==> src/rtl/pb_varint_stream_decoder.sv <==
// Streaming protobuf varint decoder with tag-key split and error classification.
// Optional sint zigzag decode is compiled in with PB_VARINT_ZIGZAG_EN.
module pb_varint_stream_decoder #(
    parameter int VALUE_W   = 64,
    parameter int MAX_BYTES = 10,
    parameter int NB_W      = 4
) (
    input  logic               clk,
    input  logic               rst_n,
    input  logic               in_valid,
    output logic               in_ready,
    input  logic [7:0]         in_data,
    input  logic               in_last,
    input  logic               in_key,
`ifdef PB_VARINT_ZIGZAG_EN
    input  logic               in_zigzag,
`endif
    output logic               out_valid,
    input  logic               out_ready,
    output logic [VALUE_W-1:0] out_value,
    output logic [28:0]        out_field,
    output logic [2:0]         out_wire,
    output logic [NB_W-1:0]    out_nbytes,
    output logic [2:0]         out_err
);

    localparam int IDX_W    = $clog2(MAX_BYTES + 1);
    localparam int SH_W     = $clog2(7 * MAX_BYTES + 1);
    localparam int TOP_BITS = VALUE_W - 7 * (MAX_BYTES - 1);

    typedef enum logic [1:0] {S_IDLE, S_ACCUM, S_DRAIN, S_HOLD} state_t;

    state_t             state_q, state_d;
    logic [VALUE_W-1:0] acc_q, acc_new;
    logic [IDX_W-1:0]   idx_q, idx_d;
    logic [NB_W-1:0]    nbytes_q, nbytes_new;
    logic               key_q, key_cur;
    logic               zz_cur;
    logic [VALUE_W-1:0] out_value_q, out_value_d;
    logic [28:0]        out_field_q, out_field_d;
    logic [2:0]         out_wire_q, out_wire_d;
    logic [NB_W-1:0]    out_nbytes_q;
    logic [2:0]         out_err_q, out_err_d;

    logic               accept, first, cont, term, at_last_idx, ovf, key_bad;
    logic [SH_W-1:0]    shamt;
    logic [VALUE_W-1:0] sh_data;
    logic [31:0]        key_word;
    logic [2:0]         err_raw;

    // A byte arriving in HOLD (with the result being taken) starts a new varint.
    assign first       = (state_q == S_IDLE) || (state_q == S_HOLD);
    assign accept      = in_valid && in_ready;
    assign cont        = in_data[7];
    assign at_last_idx = (idx_q == IDX_W'(MAX_BYTES - 1));
    assign ovf         = |(in_data[6:0] >> TOP_BITS);

`ifdef PB_VARINT_ZIGZAG_EN
    logic zz_q;
    assign zz_cur = first ? in_zigzag : zz_q;
    always_ff @(posedge clk or negedge rst_n) begin
        if (!rst_n)      zz_q <= 1'b0;
        else if (accept) zz_q <= zz_cur;
    end
`else
    assign zz_cur = 1'b0;
`endif

    always_ff @(posedge clk or negedge rst_n) begin
        if (!rst_n) state_q <= S_IDLE;
        else        state_q <= state_d;
    end

    always_comb begin
        state_d = state_q;
        case (state_q)
            S_IDLE, S_HOLD: begin
                if (accept)
                    state_d = (!cont || in_last) ? S_HOLD : S_ACCUM;
                else if (state_q == S_HOLD && out_ready)
                    state_d = S_IDLE;
            end
            S_ACCUM: begin
                if (accept) begin
                    if (!cont || in_last) state_d = S_HOLD;
                    else if (at_last_idx) state_d = S_DRAIN;
                end
            end
            S_DRAIN: begin
                if (accept && (!cont || in_last)) state_d = S_HOLD;
            end
            default: state_d = S_IDLE;
        endcase
    end

    always_comb begin
        in_ready  = (state_q != S_HOLD) || out_ready;
        out_valid = (state_q == S_HOLD);
    end

    generate
        if (VALUE_W >= 32) begin : g_kw_wide
            assign key_word = acc_new[31:0];
        end else begin : g_kw_narrow
            assign key_word = 32'(acc_new);
        end
    endgenerate

    always_comb begin
        shamt   = SH_W'(7) * SH_W'(idx_q);
        sh_data = VALUE_W'(in_data[6:0]) << shamt;
        if (first)                  acc_new = VALUE_W'(in_data[6:0]);
        else if (state_q == S_DRAIN) acc_new = acc_q;
        else                        acc_new = acc_q | sh_data;

        if (first)                  idx_d = IDX_W'(1);
        else if (state_q == S_ACCUM) idx_d = idx_q + IDX_W'(1);
        else                        idx_d = idx_q;

        if (first)          nbytes_new = NB_W'(1);
        else if (&nbytes_q) nbytes_new = nbytes_q;
        else                nbytes_new = nbytes_q + NB_W'(1);

        key_cur = first ? in_key : key_q;
        // Any accepted byte that lands in HOLD is the terminating byte.
        term    = accept && (state_d == S_HOLD);

        // A terminating byte with bit7 still set can only have ended on in_last.
        err_raw = 3'd0;
        if (state_q == S_DRAIN)                           err_raw = 3'd1;
        else if (cont)                                    err_raw = 3'd2;
        else if (state_q == S_ACCUM && at_last_idx && ovf) err_raw = 3'd3;

        key_bad   = (key_word[2:1] == 2'b11) || (key_word[31:3] == 29'd0);
        out_err_d = (err_raw == 3'd0 && key_cur && key_bad) ? 3'd4 : err_raw;

        if (key_cur) begin
            out_field_d = key_word[31:3];
            out_wire_d  = key_word[2:0];
        end else begin
            out_field_d = 29'd0;
            out_wire_d  = 3'd0;
        end
        if (zz_cur && !key_cur) out_value_d = {VALUE_W{acc_new[0]}} ^ (acc_new >> 1);
        else                    out_value_d = acc_new;
    end

    always_ff @(posedge clk or negedge rst_n) begin
        if (!rst_n) begin
            acc_q        <= '0;
            idx_q        <= '0;
            nbytes_q     <= '0;
            key_q        <= 1'b0;
            out_value_q  <= '0;
            out_field_q  <= '0;
            out_wire_q   <= '0;
            out_nbytes_q <= '0;
            out_err_q    <= '0;
        end else begin
            if (accept) begin
                acc_q    <= acc_new;
                idx_q    <= idx_d;
                nbytes_q <= nbytes_new;
                key_q    <= key_cur;
            end
            if (term) begin
                out_value_q  <= out_value_d;
                out_field_q  <= out_field_d;
                out_wire_q   <= out_wire_d;
                out_nbytes_q <= nbytes_new;
                out_err_q    <= out_err_d;
            end
        end
    end

    assign out_value  = out_value_q;
    assign out_field  = out_field_q;
    assign out_wire   = out_wire_q;
    assign out_nbytes = out_nbytes_q;
    assign out_err    = out_err_q;

endmodule

==> config.mk <==
export PLATFORM = sky130hd
export DESIGN_NAME = pb_varint_stream_decoder
export DESIGN_NICKNAME = d
export VERILOG_FILES = /design/src/rtl/pb_varint_stream_decoder.sv
export SDC_FILE = /design/constraint.sdc
export NUM_CORES = 1
export LEC_CHECK = 0
export ABC_CLOCK_PERIOD_IN_PS = 4100
export CAP_MARGIN = 5
export CORE_MARGIN = 2
export CORE_UTILIZATION = 60
export CTS_BUF_LIST = sky130_fd_sc_hd__clkbuf_2 sky130_fd_sc_hd__clkbuf_4 sky130_fd_sc_hd__clkbuf_8
export CTS_CLUSTER_SIZE = 10
export DETAILED_ROUTE_END_ITERATION = 8
export GPL_TIMING_DRIVEN = 0
export PLACE_DENSITY = 0.95
export SLEW_MARGIN = 20
export SYNTH_ARGS = -nofsm -noshare
export SYNTH_HDL_FRONTEND = slang
export SYNTH_SLANG_ARGS = --single-unit
==> constraint.sdc <==
create_clock -name clk -period 4.1 [get_ports clk]
set_clock_uncertainty 0.2 [all_clocks]
set_input_delay 1.23 -clock clk [delete_from_list [all_inputs] [get_ports clk]]
set_output_delay 1.23 -clock clk [all_outputs]
set_load 0.01 [all_outputs]
Word level (Yosys, flattened, before mapping)
Index checks and enable logic that the tools add are counted.

Memory bits (read-only): 0. Output and inout bits: 105. Register bits after elaboration: 178. Bits in latches: 0. Bits in writable memories: 0. Word-level logic and storage cells: 64. Input port bits: 14. Memories: 0.

Reductions and logical operators: 21. Bitwise operators: 1. $mul: 1. Muxes and demuxes: 21. Add/sub/neg operators: 2. Divide/modulo/power cells: 0. Shift operators: 1. Equality and inequality tests: 7. $lt $le $gt $ge: 0.

Operators by type and width (count): 64-bit two-way mux (2); 64-bit OR (1); 7-bit by 7-bit << shifter with 64-bit output (1); 29-bit logical NOT (1); 29-bit two-way mux (1); 2-bit two-way mux (10); 4-bit two-way mux (4); 4-bit by 1-bit adder with 4-bit output, second input constant (2); 2-bit == test, second input constant (4); 1-bit logical AND (8); 3-bit by 4-bit multiplier with 7-bit output, first input constant (1); 3-bit two-way mux (2); 2-bit one-hot mux with 3 select lines (1); 6-bit OR reduction (1); 4-bit == test, second input constant (1); 1-bit logical OR (4); 4-bit AND reduction (1); 3-bit logical NOT (1); 2-bit by 1-bit == test with 1-bit output, second input constant (1); 2-bit logical NOT (1); 2-bit != test, second input constant (1); 2-bit AND reduction (1); 2-bit nonzero test (1); 2-bit OR reduction (1); 2 further kinds (2).

Depth between registers and ports, before layout
Gate-level depths: netlist (run 1).

Word-level depth: 10. Gate-level depth with buffers: 11.

Worst setup path after synthesis (run 1)
No wires, ideal clock.

Path type: input to register. From: input port out_ready. To: register out_field_q[12], in the netlist out_field[12]. Cell stages on the path: 9. Path buffers: 3. Required time: 3775 ps. Library setup time: 125 ps. Setup slack: 932 ps. Data arrival time: 2843 ps. Cells stage by stage: nand2b_2 -> and2_1 -> buf_6 -> o22ai_1 -> a211o_2 -> nor2_4 -> buf_12 -> buf_12 -> mux2_4.

Longest elaborated chain between the ends: 7.

Ends and longest elaborated chain: start, declared (RTL line 19) `input logic out_ready,`; 1-bit logical OR (RTL line 97) `in_ready = (state_q != S_HOLD) || out_ready;`; 1-bit logical AND (RTL line 53) `assign accept = in_valid && in_ready;`; 1-bit logical AND (RTL line 90) `if (accept && (!cont || in_last)) state_d = S_HOLD;`; 2-bit two-way mux (RTL line 90); 2-bit one-hot mux with 3 select lines (RTL line 76) `case (state_q)`; 2-bit == test (RTL line 126) `term = accept && (state_d == S_HOLD);`; 1-bit logical AND * (RTL line 126); end signal, assigned (RTL line 168) `out_field_q <= out_field_d;`; end, declared (RTL line 40) `logic [28:0] out_field_q, out_field_d;`.

Mark *: on every way between the ends. The rest lies on a longest branch, timed or not. A chain may end at the register's enable or synchronous reset.

Worst setup path in the final report (run 1)
From: input port out_ready. To: output port in_ready.

Longest elaborated chain between the ends: 1.

Ends and longest elaborated chain: 1-bit logical OR (RTL line 97); end, declared (RTL line 11) `output logic in_ready,`.

No other way between the ends.

==> results of run 1 <==
==> report_power, final <==
group,switching [mW],internal (mW)
logic,2.12,1.82
clock network,0.669,0.627
registers,0.364,2.27
total,3.15,4.72
==> area by class of cell <==
cell class	instances	area, um2	area share
Tap cell	180	225	0.0219
Clock inverter	14	180	0.0175
Buffer	61	404	0.0393
Multi-Input combinational cell	523	3520	0.342
Inverter	15	56.3	0.00547
Clock buffer	18	248	0.0241
Timing Repair Buffer	118	1200	0.117
Sequential cell	178	4450	0.433
==> synth_stat cells (2+ instances only) <==
master / number
ha_1: 6
nor3b_1: 3
mux2_4: 72
buf_1: 2
nor4_1: 8
and2_1: 7
o21ai_0: 18
a22oi_1: 7
a21oi_1: 116
dfrtp_1: 178
and4_1: 2
buf_12: 9
a41oi_1: 2
nor2b_1: 2
clkbuf_1: 42
nor3_1: 12
nor2_1: 164
or3_1: 2
inv_1: 15
mux2_2: 23
mux2i_1: 10
nand2_1: 23
o41ai_1: 2
buf_4: 5
nand3_1: 4
xnor2_1: 2
nand4_1: 2
a31oi_1: 9
nand2b_1: 3
o22ai_1: 2
==> per-stage QoR <==
step | util | instances
2_1_floorplan | - | 777
3_3_place_gp | 0.711 | 1074
3_5_place_dp | 0.714 | 1075
4_1_cts | 0.744 | 1107
5_1_grt | 0.744 | 1107
6_report | 0.744 | 1107
==> state kept, by name, indices dropped and copies added, names as in the netlist, 2 cells and up <==
register	count
acc_q	64
idx_q	4
nbytes_q	4
out_err	3
out_field	29
out_nbytes	4
out_value	64
out_wire	3
state_q	2
==> worst paths after layout <==
kind	cells past startpoint	start	to
hold / removal	2	acc_q[0]	acc_q[0]
hold reg to reg	2	acc_q[0]	acc_q[0]
max in group asynchronous	2	rst_n	acc_q[50]
min in group asynchronous	1	rst_n	out_field[8]
setup / recovery	3	out_ready	in_ready
setup reg to reg	7	state_q[0]	out_value[60]
==> cells in the final DEF (no fill, tap or decap), types with 2 or more instances in the layout <==
master,synthesis,routed
dfrtp_1,178,178
nor2_1,164,164
a21oi_1,116,116
clkdlybuf4s50_1,0,116
mux2_4,72,72
clkbuf_1,42,42
nand2_1,23,23
mux2_2,23,23
o21ai_0,18,18
clkbuf_8,0,18
inv_1,15,15
nor3_1,12,12
mux2i_1,10,10
a31oi_1,9,9
buf_12,9,9
nor4_1,8,8
and2_1,7,7
a22oi_1,7,7
ha_1,6,6
buf_4,5,5
nand3_1,4,4
clkinvlp_4,0,4
nand2b_1,3,3
nor3b_1,3,3
bufinv_16,0,3
clkinv_4,0,3
buf_1,2,2
o22ai_1,2,2
nor2b_1,2,2
or3_1,2,2
xnor2_1,2,2
a41oi_1,2,2
o41ai_1,2,2
nand4_1,2,2
and4_1,2,2
inv_6,0,2
==> worst reg2reg max path, cell delays in order, from the launching register on <==
cell and delay, ns:
dfrtp_1 0.45, inv_1 0.08, ha_1 0.38, clkbuf_1 0.48
buf_1 0.59, buf_1 0.47, nor2_1 0.13, mux2_4 0.28
==> logic make-up after synthesis <==
family	count (synthesis)
AOI/OAI and AO/OA	170
xor gates and xnor gates	2
adders and majority gates	6
buffers and inverters	76
DFF	178
muxes	105
and+or+nand+nor	240
==> routing by layer <==
metal  part of all wire  GRT usage
met1               0.40      0.403
met3              0.078     0.0604
met5                  0          0
met4              0.037      0.139
met2               0.49      0.486
==> flow_summary.ini, run 1 <==
[floorplan]
io_pins = 119
start_util = 0.610
die_area_um2 = 15000
core_area_um2 = 13800
fp-row-count = 43
fp.dieW_um = 123
die_h_um = 123

[yosys]
synthAdderAreaFrac = 0.00890
netlist_instances = 777
ys_seq_area_frac = 0.528
ys.flop_type = dfrtp_1
synth_top_family_by_area = multiplexers
synth_cell_types = 55
synth-xor-area-share = 0.00208
synth_top_area_share = 0.528
avgSynthCellArea_um2 = 10.9
synthSimpleGateAreaFrac = 0.123
synth-edff-count = 0
syn_area_um2 = 8440
yosys.area.top_type = dfrtp_1
synth_nets = 797
ys_ff_latch = 178
async_flop_share = 1.00
synth_compound_area_frac = 0.112
synth.mux.area_fraction = 0.171
synth_area_leaders = dfrtp_1, mux2_4, nor2_1
yosys_warnings = 0

[final_layout]
diodes = 0
design_area_um2 = 10300
area_growth_pct = 22.0
layout-drive-gt1-share = 0.164
fillers = 857
final_nets = 934

[drt]
ant_nets = 0
drt_iter0_drc = 866
viasPerCell = 6.03
drt_wl_total_um = 21900
drc_errors = 0
wl_per_cell_um = 19.7
dr_total_vias = 6678
drtPass1Iterations = 6

[timing]
slew_violations = 0
fin_tns_setup_ns = 0
final.min_clock_period_ns = 3.90
timing.fmax_mhz = 256
rsz0062_at_grt = no
timing.slew.headroom = 0.419
timing.hold.ws_ns = 0.302
post-route-period-util = 0.952
finalSetupViolCount = 0
hold_viol_final = 0
timing.final.ws_setup_ns = 0.199
tightest_slew_ns = 0.865

[worst_setup_path]
critPathBufInv = 2
cp_slowest_cell = clkdlybuf4s50_1
crit_top_cell = clkdlybuf4s50_1
slowest_delay_ns = 0.55
cp-start-kind = input port
cp-end-kind = output pin
critPathKind = input port to output pin
crit_fanout = 5
arrival_ns = 2.47
reg2reg_slack_ns = 0.94
worstPathRequired_ns = 2.67
crit_family = buffers and inverters
worstPathCellList = clkdlybuf4s50_1, nand2b_2, clkdlybuf4s50_1

[grt]
overflow = 0
track_usage = 0.304
grt_pass1_wl_um = 34600
antenna_found_initial = 0
grt_pass1_vias = 6580
grt_max_degree = 98

[clock_network]
numCtsBuffers = 17
clk_latency_ns = 0.48
cts_hold_buf = 0
htree_levels = 4
clk_pin_slew_worst_paths_ns = 0.09
clock-sinks = 178
ctsLongestPathBuffers = 2
cts_resized = 0
clock_tree.root_cell = clkbuf_8
cts_tree = done
post_cts_buffers = 0

[power_and_ir_drop]
leakagePower_nw = 4.64
peakVddDrop_uv = 534
p_total_mw = 7.87
p_per_area_nw_per_um2 = 765

[place]
place_ws_ns = 0.207
routabilityCongestion = 0.970
dpl-instance-area_um2 = 9870
place_hpwl_um = 14900
port_buffers = 117

[flow_run]
cap_viol_max_count = 0

[min_path]
hp-class = flop to flop

[run_status]
status = finished, final reports clean
Note: power is estimated with default switching activity, not from simulation.
==> run 2: changes to the inputs <==
- TNS_END_PERCENT: not set -> 5
==> results of run 2 <==
The final DEF is identical to that of run 1; final timing and power are the same.
